**src/rtl/pf_vf_port_encoder.sv**
```systemverilog
// pf_vf_port_encoder: reverse routing table that tags ingress beats from a
// mux port with the PF/VF that owns that port (inverse of the PF/VF mux).
// After reset the table is filled with an identity map (pf=0, vf=port),
// one entry per cycle, and then stays in RUN until the next reset.
//
// Optional feature: define PF_VF_PORT_ENCODER_ERR_CNT_EN to add the
// saturating 16-bit err_cnt output counting dropped beats.
//
// Ports:
//   clk, rst_n                 clock, async active-low reset
//   i_valid/i_ready            ingress handshake (i_ready is combinational)
//   i_port, i_data             source mux port, opaque payload
//   o_valid/o_ready            egress handshake (single output register)
//   o_pf, o_vf, o_vf_active    looked-up routing fields
//   o_data                     payload copied from the accepted beat
//   wr_en, wr_port, wr_valid,
//   wr_pf, wr_vf, wr_vf_active table write port (honoured in RUN only)
//   init_done                  high while the table is live (RUN)
//   err_pulse                  one-cycle flag for a dropped unmapped beat
//   err_cnt                    saturating drop counter (optional)
module pf_vf_port_encoder #(
    parameter int unsigned NUM_PORT   = 4,
    parameter int unsigned PF_WIDTH   = 3,
    parameter int unsigned VF_WIDTH   = 11,
    parameter int unsigned DATA_WIDTH = 512,
    localparam int unsigned NID_WIDTH = (NUM_PORT > 1) ? $clog2(NUM_PORT) : 1
) (
    input  logic                  clk,
    input  logic                  rst_n,
    input  logic                  i_valid,
    output logic                  i_ready,
    input  logic [NID_WIDTH-1:0]  i_port,
    input  logic [DATA_WIDTH-1:0] i_data,
    output logic                  o_valid,
    input  logic                  o_ready,
    output logic [PF_WIDTH-1:0]   o_pf,
    output logic [VF_WIDTH-1:0]   o_vf,
    output logic                  o_vf_active,
    output logic [DATA_WIDTH-1:0] o_data,
    input  logic                  wr_en,
    input  logic [NID_WIDTH-1:0]  wr_port,
    input  logic                  wr_valid,
    input  logic                  wr_vf_active,
    input  logic [PF_WIDTH-1:0]   wr_pf,
    input  logic [VF_WIDTH-1:0]   wr_vf,
    output logic                  init_done,
    output logic                  err_pulse
`ifdef PF_VF_PORT_ENCODER_ERR_CNT_EN
    ,
    output logic [15:0]           err_cnt
`endif
);

    typedef enum logic {ST_INIT, ST_RUN} state_t;

    typedef struct packed {
        logic                valid;
        logic [PF_WIDTH-1:0] pf;
        logic [VF_WIDTH-1:0] vf;
        logic                vf_active;
    } entry_t;

    state_t               state;
    logic [NID_WIDTH-1:0] init_idx;
    entry_t               tbl [NUM_PORT];

    logic                 port_ok_c;
    logic                 wr_ok_c;
    logic [NID_WIDTH-1:0] lkp_idx_c;
    entry_t               lkp_c;
    logic                 accept_c;
    logic                 hit_c;

    // Port numbers beyond NUM_PORT exist when NUM_PORT is not a power of two.
    assign port_ok_c = ({1'b0, i_port}  < (NID_WIDTH+1)'(NUM_PORT));
    assign wr_ok_c   = ({1'b0, wr_port} < (NID_WIDTH+1)'(NUM_PORT));
    assign lkp_idx_c = port_ok_c ? i_port : NID_WIDTH'(0);
    assign lkp_c     = tbl[lkp_idx_c];

    // init_done is low in INIT and through reset, so it gates ingress.
    assign i_ready  = init_done & (~o_valid | o_ready);
    assign accept_c = i_valid & i_ready;
    assign hit_c    = port_ok_c & lkp_c.valid;

    // Init sequencer and table storage; lookups read the pre-write value.
    always_ff @(posedge clk or negedge rst_n) begin
        if (!rst_n) begin
            state     <= ST_INIT;
            init_idx  <= '0;
            init_done <= 1'b0;
            for (int p = 0; p < int'(NUM_PORT); p++) begin
                tbl[p] <= '0;
            end
        end else begin
            case (state)
                ST_INIT: begin
                    tbl[init_idx] <= {1'b1, PF_WIDTH'(0), VF_WIDTH'(init_idx), 1'b1};
                    if (init_idx == NID_WIDTH'(NUM_PORT - 1)) begin
                        state     <= ST_RUN;
                        init_done <= 1'b1;
                    end else begin
                        init_idx <= init_idx + NID_WIDTH'(1);
                    end
                end
                ST_RUN: begin
                    if (wr_en && wr_ok_c) begin
                        tbl[wr_port] <= {wr_valid, wr_pf, wr_vf, wr_vf_active};
                    end
                end
            endcase
        end
    end

    // Single-entry output register; accept only happens when it is free.
    always_ff @(posedge clk or negedge rst_n) begin
        if (!rst_n) begin
            o_valid     <= 1'b0;
            o_pf        <= '0;
            o_vf        <= '0;
            o_vf_active <= 1'b0;
            o_data      <= '0;
            err_pulse   <= 1'b0;
        end else begin
            err_pulse <= accept_c & ~hit_c;
            if (accept_c && hit_c) begin
                o_valid     <= 1'b1;
                o_pf        <= lkp_c.pf;
                o_vf        <= lkp_c.vf;
                o_vf_active <= lkp_c.vf_active;
                o_data      <= i_data;
            end else if (o_ready) begin
                o_valid <= 1'b0;
            end
        end
    end

`ifdef PF_VF_PORT_ENCODER_ERR_CNT_EN
    // Counts drops in step with err_pulse; sticks at all-ones.
    always_ff @(posedge clk or negedge rst_n) begin
        if (!rst_n) begin
            err_cnt <= '0;
        end else if (accept_c && !hit_c && err_cnt != 16'hFFFF) begin
            err_cnt <= err_cnt + 16'd1;
        end
    end
`endif

endmodule

```
**config.mk**
```make
export PLATFORM = sky130hd
export DESIGN_NAME = pf_vf_port_encoder
export DESIGN_NICKNAME = d
export VERILOG_FILES = /design/src/rtl/pf_vf_port_encoder.sv
export SDC_FILE = /design/constraint.sdc
export NUM_CORES = 1
export LEC_CHECK = 0
export ABC_AREA = 1
export CORE_AREA = 2 2 421 423
export DETAILED_ROUTE_END_ITERATION = 10
export DIE_AREA = 0 0 423 425
export GPL_ROUTABILITY_DRIVEN = 0
export PLACE_DENSITY = 0.45
export SETUP_SLACK_MARGIN = 0.5
export SLEW_MARGIN = 0
export SYNTH_ARGS = -nofsm -noshare
export SYNTH_HDL_FRONTEND = slang
export SYNTH_SLANG_ARGS = --single-unit
```
**constraint.sdc**
```tcl
create_clock -name clk -period 1.7 [get_ports clk]
set_input_delay 0.255 -clock clk [delete_from_list [all_inputs] [get_ports clk]]
set_output_delay 0.255 -clock clk [all_outputs]
set_load 0.05 [all_outputs]
```
==> impl_metrics.yaml, run 1 <==
critical_path:
  start_kind: "flip-flop"
  crit_chain: "nand2_2 -> nand2_4 -> buf_6 -> nor2_4 -> buf_6 -> nand3_4 -> buf_12 -> buf_16 -> buf_12 -> buf_16 -> nand2_1 -> nand2_1"
  cp.arrival_ps: 2470
  end_kind: "flip-flop"
  worstPathMaxFanout: 9
  worstReg2RegStart: "o_valid"
  cpMaxStageDelayCell: "dfrtp_2"
  slowest_delay_ps: 400
  worstSetupPathType: "flip-flop to flip-flop"
  crit_start: "o_valid"
  required_ps: 2280
pwr:
  vdd_ir_drop_max_mv: 0.674
  seq_power_share: 0.303
  p_per_area_mw_per_mm2: 1500
  power.internal_mw: 37.2
  power.total_mw: 65.5
  pwr-share-clk: 0.271
  swShare: 0.433
  p_leak_nw: 21.5
  power.share.combinational: 0.426
  power.switching_mw: 28.3
timing:
  slew_violations: 0
  max_freq_mhz: 526
  setup-violations-final: 527
  worst_pin_slew_ps: 601
  finalWorstSetupSlack_ps: -200
  rsz0062_at_grt: "true"
  hold_viol_final: 0
  relSlewSlack: 0.599
  post-route-min-period_ps: 1900
  period_share: 1.12
  fin_skew_ps: 30.7
floorplan:
  die_y_um: 425
  rows: 154
  dieArea_sq_mm: 0.180
  fp.dieW_um: 423
  core_region_area_sq_mm: 0.175
  io_pins: 1068
  start_util: 0.139
route:
  first_iter_violations: 1489
  routed_wl_um: 148000
  vias: 24500
  avgViaCountPerCell: 3.81
  antenna_left: 0
  drt_first_pass_iters: 6
  drc: 0
  post_drt_wl_per_cell_um: 23.1
clocking:
  clkTransAtPathRegs_ps: 60
  cts_tree: "built"
  clk-insertion-delay-late_ps: 700
  root_buffer: "clkbuf_16"
  numCtsBuffers: 81
  cts_num_sinks: 597
  htree_levels: 3
  cts_buffer_depth: 3
logic_synthesis:
  ys.warnings.count: 0
  yosys.cell_types.count: 27
  synth_nets: 3311
  syn_inst: 2770
  synth_area_leader_cell: "dfrtp_1"
  netlist_area_sq_mm: 0.0244
  synth_edf_count: 0
  synth_seq_cells: 597
  syn_avg_cell_area_sq_um: 8.81
  async_reset_ff_frac: 1.00
  synth_area_leaders: "dfrtp_1, nand2_1, nand3_1"
  yosysTopAreaCellShare: 0.612
  ys_dominant_reg_cell: "dfrtp_1"
  seq_area_frac_synth: 0.612
grt:
  grt_pass1_vias: 24300
  antenna_found_initial: 54
  grt_start_max_net_pins: 94
  overflow: 0
  grt_pass1_wl_um: 200000
  grt.total_usage: 0.158
placed_design:
  io_buffers: 1067
  hpwl_um: 114000
  dp_slack_ps: -545
run_status:
  status: "finished with violations"
  violations: "setup timing"
hold_path:
  hold_start: "i_data[34]"
  hp-class: "primary input to flip-flop"
finish:
  fin_nets: 4542
  area_growth_pct: 78.7
  final_common_cell: "nand2_1"
  fillers: 19000
  most-common-layout-cells: "nand2_1, buf_4, dfrtp_1"
  drive_gt1_frac: 0.266
flow_run:
  maxCapViolations: 0
==> flip-flops by register name, indices dropped and copies added (netlist names) <==
name	count
o_valid	1
o_vf	11
o_vf_active	1
init_done	1
err_pulse	1
o_data	512
tbl	64
o_pf	3
init_idx	2
state	1
==> layer usage <==
layer	global-route usage	vias to the layer above	part of all wire
li1	-	11400	-
met4	0.0544	8	0.030
met2	0.268	920	0.49
met1	0.178	11900	0.38
met3	0.0637	243	0.094
met5	0	-	0.00034
==> repair_timing <==
action                                 in CTS  in global routing
endpoints found under the hold margin     594                  0
gates cloned                               28                  9
setup endpoints to repair                1121               1126
resized for setup                         114                120
buffers inserted                           34                  6
hold buffers                                1                  0
pin swaps                                  39                 68
==> worst max-delay path, delay by kind of cell, from the launching register on <==
family,cells,cell delay [ps]
buffers and inverters,6,880
flip-flops,1,400
AND/OR/NAND/NOR,6,480
==> worst paths after layout <==
| kind | end | slack [ps] | cells after the start |
|---|---|---|---|
| max | o_data[303] | -200 | 12 |
| min reg2reg | o_data[160] | 470 | 2 |
| min in group asynchronous | o_data[17] | 270 | 3 |
| max reg2reg | o_data[303] | -200 | 12 |
| min | o_data[34] | 110 | 3 |
| max in group asynchronous | o_data[497] | 830 | 3 |
==> kinds of logic (layout without fill, tap and decap cells) <==
group,count (synthesis),count (layout),synth area share
simple gates,1827,1827,0.313
fa+ha+maj,4,4,0.00205
other cells,0,15,0
compound gates,53,53,0.0118
xor+xnor,1,1,0.000359
flops,597,597,0.612
buf+inv,288,1585,0.0607
==> synth_stat cells, types with 4 or more instances <==
| library cell | number |
|---|---|
| o22ai_1 | 15 |
| buf_2 | 123 |
| buf_4 | 55 |
| dfrtp_1 | 597 |
| nor2_1 | 21 |
| nand2_1 | 1207 |
| o21ai_0 | 29 |
| inv_1 | 91 |
| nand3_1 | 591 |
| a21oi_1 | 8 |
| ha_1 | 4 |
| buf_6 | 4 |
| clkbuf_1 | 10 |
==> power by group through the flow <==
stage	logic [mW]	registers (mW)	clock network, mW
final	27.9	19.8	17.8
after global routing	29.4	20.2	19.1
after CTS	27.9	19.8	18.5
after detailed placement	26.8	19.9	0
after global placement	26.8	19.9	0
after floorplan	4.26	30.2	0
==> through the flow <==
step / hold WS [ps] / util / cell area [sq um] / TNS (ps) / instances
global route: 55.5 / 0.249 / 43600 / -97590 / 6420
CTS: 12.5 / 0.244 / 42800 / -80040 / 6392
finish: 109 / 0.249 / 43600 / -50430 / 6422
global placement: 404 / 0.219 / 38500 / -251580 / 6180
detailed placement: 411 / 0.219 / 38500 / -260590 / 6180
floorplan: -40.6 / - / 24500 / 0 / 2770
==> cell type report <==
| class | count | area (sq um) | area share |
|---|---|---|---|
| clock inverters | 30 | 367 | 0.00841 |
| multi-input cells | 1885 | 8530 | 0.196 |
| repair buffers | 1343 | 14000 | 0.322 |
| flip-flops and latches | 597 | 14900 | 0.343 |
| clock buffers | 119 | 2370 | 0.0544 |
| well taps | 2340 | 2930 | 0.0672 |
| diodes | 15 | 37.5 | 0.000861 |
| inverters | 93 | 364 | 0.00835 |
Note: power is estimated with default switching activity, not from simulation.
==> run 2, diff against run 1 <==
--- a/config.mk
+++ b/config.mk
@@ -6,10 +6,12 @@
 export NUM_CORES = 1
 export LEC_CHECK = 0
 export ABC_AREA = 1
+export CAP_MARGIN = 20
 export CORE_AREA = 2 2 421 423
 export DETAILED_ROUTE_END_ITERATION = 10
 export DIE_AREA = 0 0 423 425
 export GPL_ROUTABILITY_DRIVEN = 0
+export MAX_ROUTING_LAYER = met4
 export PLACE_DENSITY = 0.45
 export SETUP_SLACK_MARGIN = 0.5
 export SLEW_MARGIN = 0
==> run 2 against run 1 <==
  * The run still ends with setup timing left
  * Global-route usage is 0.47 points higher
  * Routed wire length decreased by 0.50%
  * Sequential power hardly changed
  * Critical path depth did not move
  * Largest cell class unchanged
  * Critical path type unchanged
  * Cell area is 0.22% lower
  * Clock skew grew 1.7 ps
  * Register-to-register slack hardly changed
  * First-iteration DRC count grew 6.9%
==> impl_metrics.yaml, run 2 (synthesized netlist as in run 1, its figures left out) <==
critical_path:
  worstSetupPathType: "flip-flop to flip-flop"
  reg2reg_to: "o_data[303]"
  end_kind: "flip-flop"
  ff2ff_path_depth: 12
  worstReg2RegStart: "o_valid"
  required_ps: 2270
  start_kind: "flip-flop"
  cp.arrival_ps: 2480
  worstPathMaxFanout: 9
  reg2reg_slack_ps: -200
hold_path:
  hold_start: "i_data[44]"
  hp-class: "primary input to flip-flop"
  worstHoldEndpoint: "o_data[44]"
  holdPathStages: 3
floorplan:
  die_y_um: 425
  dieArea_sq_mm: 0.180
  rows: 154
  core_region_area_sq_mm: 0.175
  fp.dieW_um: 423
  io_pins: 1068
  start_util: 0.139
flow_run:
  maxCapViolations: 0
route:
  drc: 0
  antenna_left: 0
  post_drt_wl_per_cell_um: 23.0
  avgViaCountPerCell: 3.80
  first_iter_violations: 1592
  routed_wl_um: 148000
  drt_first_pass_iters: 6
  vias: 24400
placed_design:
  hpwl_um: 114000
  io_buffers: 1067
timing:
  worst_pin_slew_ps: 605
  period_share: 1.12
  finalWorstSetupSlack_ps: -202
  hold_slack_ps: 112
  rsz0062_at_grt: "true"
  relSlewSlack: 0.596
  max_freq_mhz: 526
  fin_skew_ps: 32.4
  post-route-min-period_ps: 1900
  slew_violations: 0
  hold_viol_final: 0
  setup-violations-final: 526
pwr:
  pwr-share-clk: 0.272
  vdd_ir_drop_max_mv: 0.683
  swShare: 0.433
  power.internal_mw: 37.1
  power.share.combinational: 0.426
  p_leak_nw: 21.5
  seq_power_share: 0.303
  p_per_area_mw_per_mm2: 1500
  power.switching_mw: 28.3
  power.total_mw: 65.4
run_status:
  status: "finished with violations"
  violations: "setup timing"
finish:
  largest_register_ffs: 512
  fin_nets: 4539
  final_common_cell: "nand2_1"
  regMostFlops: "o_data"
  most-common-layout-cells: "nand2_1, buf_4, dfrtp_1"
  final_util: 0.248
  drive_gt1_frac: 0.266
  reg_top3: "o_data: 512 flops, tbl: 64 flops, o_vf: 11 flops"
  area_growth_pct: 78.3
clocking:
  cts_buffer_depth: 3
  root_buffer: "clkbuf_16"
  numCtsBuffers: 81
  clkTransAtPathRegs_ps: 60
  clk-insertion-delay-late_ps: 700
  cts_num_sinks: 597
  cts_tree: "built"
  htree_levels: 3
grt:
  antenna_found_initial: 53
  grt_start_max_net_pins: 94
  overflow: 0
  grt_pass1_vias: 24200
  grt.total_usage: 0.162
  grt_pass1_wl_um: 200000
==> run 2: final cells by class <==
class,instances,area [sq um]
clock inverter,30,367
inverter,93,364
clock buffer,119,2370
tap,2340,2930
sequential,597,14900
antenna,13,32.5
timing repair buffer,1340,14000
fill,19000,132000
multi-input combinational,1885,8530
==> run 2: critical path: stages (launching register included) <==
cell	delay, ps
dfrtp_2	400
nand2_2	90
nand2_4	70
buf_6	120
nor2_4	130
buf_6	120
nand3_4	70
buf_12	180
buf_16	180
buf_12	140
buf_16	140
nand2_1	70
nand2_1	50
==> run 2: how the worst max path moves through the flow <==
stage            start  depth (start not counted)  slack (ps)     endpoint
2_1_floorplan  o_valid                          8         210  o_data[492]
3_3_place_gp   i_valid                          7        -550   o_data[77]
3_5_place_dp   i_valid                          8        -540  o_data[447]
4_1_cts        o_valid                          5        -260      i_ready
5_1_grt        o_valid                         12        -290   o_data[13]
6_report       o_valid                         12        -200  o_data[303]
==> run 2: routing by layer <==
layer | wire length, um | global-route usage | up-vias
met1 | 57000 | 0.179 | 11900
li1 | - | - | 11400
met4 | 3420 | 0.0469 | 0
met3 | 13300 | 0.0626 | 220
met2 | 73700 | 0.271 | 906
met5 | 0 | - | -
==> run 2: repair_timing <==
| action | CTS | global route |
|---|---|---|
| pin swaps | 39 | 67 |
| hold buffers | 1 | 0 |
| hold endpoints to repair | 594 | 0 |
| buffers inserted | 34 | 5 |
| gates resized for setup | 114 | 114 |
| endpoints found under the setup margin | 1121 | 1126 |
| gates cloned | 28 | 7 |
==> run 2: power by group through the flow <==
stage / registers, mW / logic [mW] / clock network [mW]
global placement: 19.9 / 26.8 / 0
CTS: 19.8 / 27.9 / 18.5
global route: 20.2 / 29.3 / 19.0
floorplan: 30.2 / 4.26 / 0
detailed placement: 19.9 / 26.8 / 0
finish: 19.8 / 27.9 / 17.8
==> run 2: stage by stage <==
step                      cells  cell area (sq um)  TNS [ps]  worst slack (ps)
after floorplan            2770              24500         0               205
after global placement     6180              38500   -251580              -551
after detailed placement   6180              38500   -260590              -545
after CTS                  6392              42800    -80040              -262
after global routing       6417              43500    -99850              -293
final                      6417              43500    -51840              -202
==> run 3, diff against run 2 <==
--- a/config.mk
+++ b/config.mk
@@ -7,9 +7,9 @@
 export LEC_CHECK = 0
 export ABC_AREA = 1
 export CAP_MARGIN = 20
-export CORE_AREA = 2 2 421 423
+export CORE_AREA = 2 2 419 421
 export DETAILED_ROUTE_END_ITERATION = 10
-export DIE_AREA = 0 0 423 425
+export DIE_AREA = 0 0 421 423
 export GPL_ROUTABILITY_DRIVEN = 0
 export MAX_ROUTING_LAYER = met4
 export PLACE_DENSITY = 0.45
==> constraint.sdc (replaced) <==
create_clock -name clk -period 2.29 [get_ports clk]
set_input_delay 0.3435 -clock clk [delete_from_list [all_inputs] [get_ports clk]]
set_output_delay 0.3435 -clock clk [all_outputs]
set_load 0.05 [all_outputs]
==> run 3 against run 2 <==
  * Cell area shrank 2.1%
  * Power decreased by 28%
  * Clock-buffer cell count shrank 4
  * Sequential share of layout area up 0.74 points
  * Fmax shrank 5.3%
  * Global-route usage decreased by 1.3 points
  * Final cell count is essentially flat
  * Combinational power decreased by 29%
  * Sequential cell count unchanged
  * The flow now finishes without violations
  * Worst setup slack better by 480 ps
  * Sequential power is 26% lower
  * First-iteration DRC count grew 30%
==> impl_metrics.yaml, run 3 (synthesized netlist as in run 1, its figures left out) <==
clocking:
  clk-insertion-delay-late_ps: 710
  clkTransAtPathRegs_ps: 60
  cts_buffer_depth: 3
  cts_num_sinks: 597
  cts_tree: "built"
  htree_levels: 3
  numCtsBuffers: 79
  root_buffer: "clkbuf_16"
route:
  routed_wl_um: 147000
  drt_first_pass_iters: 5
  antenna_left: 0
  first_iter_violations: 2075
  avgViaCountPerCell: 3.91
  vias: 25100
  drc: 0
  post_drt_wl_per_cell_um: 22.9
pwr:
  p_per_area_mw_per_mm2: 1110
  p_leak_nw: 21.4
  power.total_mw: 47.2
  vdd_ir_drop_max_mv: 0.663
finish:
  regMostFlops: "o_data"
  most-common-layout-cells: "nand2_1, dfrtp_1, nand3_1"
  largest_register_ffs: 512
  drive_gt1_frac: 0.282
  fillers: 18900
  final_util: 0.246
  area_growth_pct: 74.5
  instances_no_fill: 6416
  final_common_cell: "nand2_1"
  fin_nets: 4569
  reg_top3: "o_data: 512 flops, tbl: 64 flops, o_vf: 11 flops"
timing:
  post-route-min-period_ps: 2010
  relSlewSlack: 0.646
  hold_viol_final: 0
  fin_skew_ps: 47.7
  setup-tns-final_ps: 0
  period_share: 0.877
  slew_violations: 0
  max_freq_mhz: 498
  rsz0062_at_grt: "true"
  worst_pin_slew_ps: 531
  setup-violations-final: 0
  finalWorstSetupSlack_ps: 282
placed_design:
  hpwl_um: 106000
  dp.cells: 6149
  io_buffers: 1067
  dp_slack_ps: -194
critical_path:
  critical-path-top-delay-family: "buffers and inverters"
  cp.depth: 11
  crit_buf_inv: 5
  reg2reg_slack_ps: 280
  ff2ff_path_depth: 11
  end_kind: "flip-flop"
  crit_chain: "nand2_2 -> nand2_4 -> buf_4 -> nor2_4 -> buf_12 -> nand3_4 -> buf_12 -> buf_16 -> clkbuf_16 -> nand2_1 -> nand2_1"
  worstReg2RegStart: "o_valid"
  worstSetupPathType: "flip-flop to flip-flop"
  slowest_delay_ps: 390
  cp.arrival_ps: 2580
  start_kind: "flip-flop"
  reg2reg_to: "o_data[389]"
  required_ps: 2860
  cpMaxStageDelayCell: "dfrtp_1"
  worstPathMaxFanout: 8
grt:
  grt_pass1_vias: 24000
  grt.total_usage: 0.149
  antenna_found_initial: 23
  grt_pass1_wl_um: 187000
  grt_start_max_net_pins: 79
  overflow: 0
run_status:
  status: "finished clean"
floorplan:
  start_util: 0.141
  fp.dieW_um: 421
  die_y_um: 423
  rows: 153
  dieArea_sq_mm: 0.178
  core_region_area_sq_mm: 0.173
  io_pins: 1068
hold_path:
  hp-class: "primary input to asynchronous set/reset pin"
flow_run:
  maxCapViolations: 0
[run 3: how the worst max path moves through the flow]
stage | start | end
detailed placement | o_ready | o_data[195]
floorplan | init_done | o_data[492]
finish | o_valid | o_data[389]
global route | o_valid | o_data[445]
global placement | o_ready | o_data[195]
CTS | o_valid | i_ready
[run 3: worst register-to-register path: stages, from the launching register on]
cell and delay (ps):
dfrtp_1 390, nand2_2 120, nand2_4 60, buf_4 140, nor2_4 130, buf_12 130, nand3_4 170, buf_12 230
buf_16 220, clkbuf_16 200, nand2_1 60, nand2_1 50
[run 3: metrics by stage]
stage               hold slack (ps)  cell area (sq um)
finish                          140              42600
global route                   89.7              42600
CTS                            75.4              40500
detailed placement              276              38600
global placement                275              38600
floorplan                      47.9              24400
[run 3: cell type report]
type | instances | area (sq um) | area share
antenna | 1 | 2.50 | 0.0000588
clock buffer | 115 | 2270 | 0.0534
clock inverter | 28 | 382 | 0.00896
inverter | 93 | 357 | 0.00837
multi-input combinational | 1885 | 8570 | 0.201
sequential | 597 | 14900 | 0.351
tap | 2325 | 2910 | 0.0683
timing repair buffer | 1372 | 13200 | 0.309
[run 3: what timing repair did]
action,in CTS,in global routing
resized for setup,1070,1127
gates cloned,0,85
endpoints found under the hold margin,242,0
hold buffers,1,0
setup buffers,2,35
setup endpoints to repair,976,820
pin swaps,2,24
[run 3: routing by layer]
metal  track usage  part of all wire  vias to the layer above  routed length [um]
met5             -                 0                        -                   0
met4        0.0308             0.024                        0                3490
met3        0.0465             0.078                      181               11500
met2         0.241              0.47                      991               69400
met1         0.183              0.43                    12500               62700
li1              -                 -                    11400                   -
[run 3: report_power, final]
group	switching [mW]	total [mW]	internal (mW)
Clock	5.32	12.8	7.51
Sequential	1.69	14.7	13.0
Combinational	14.1	19.7	5.53
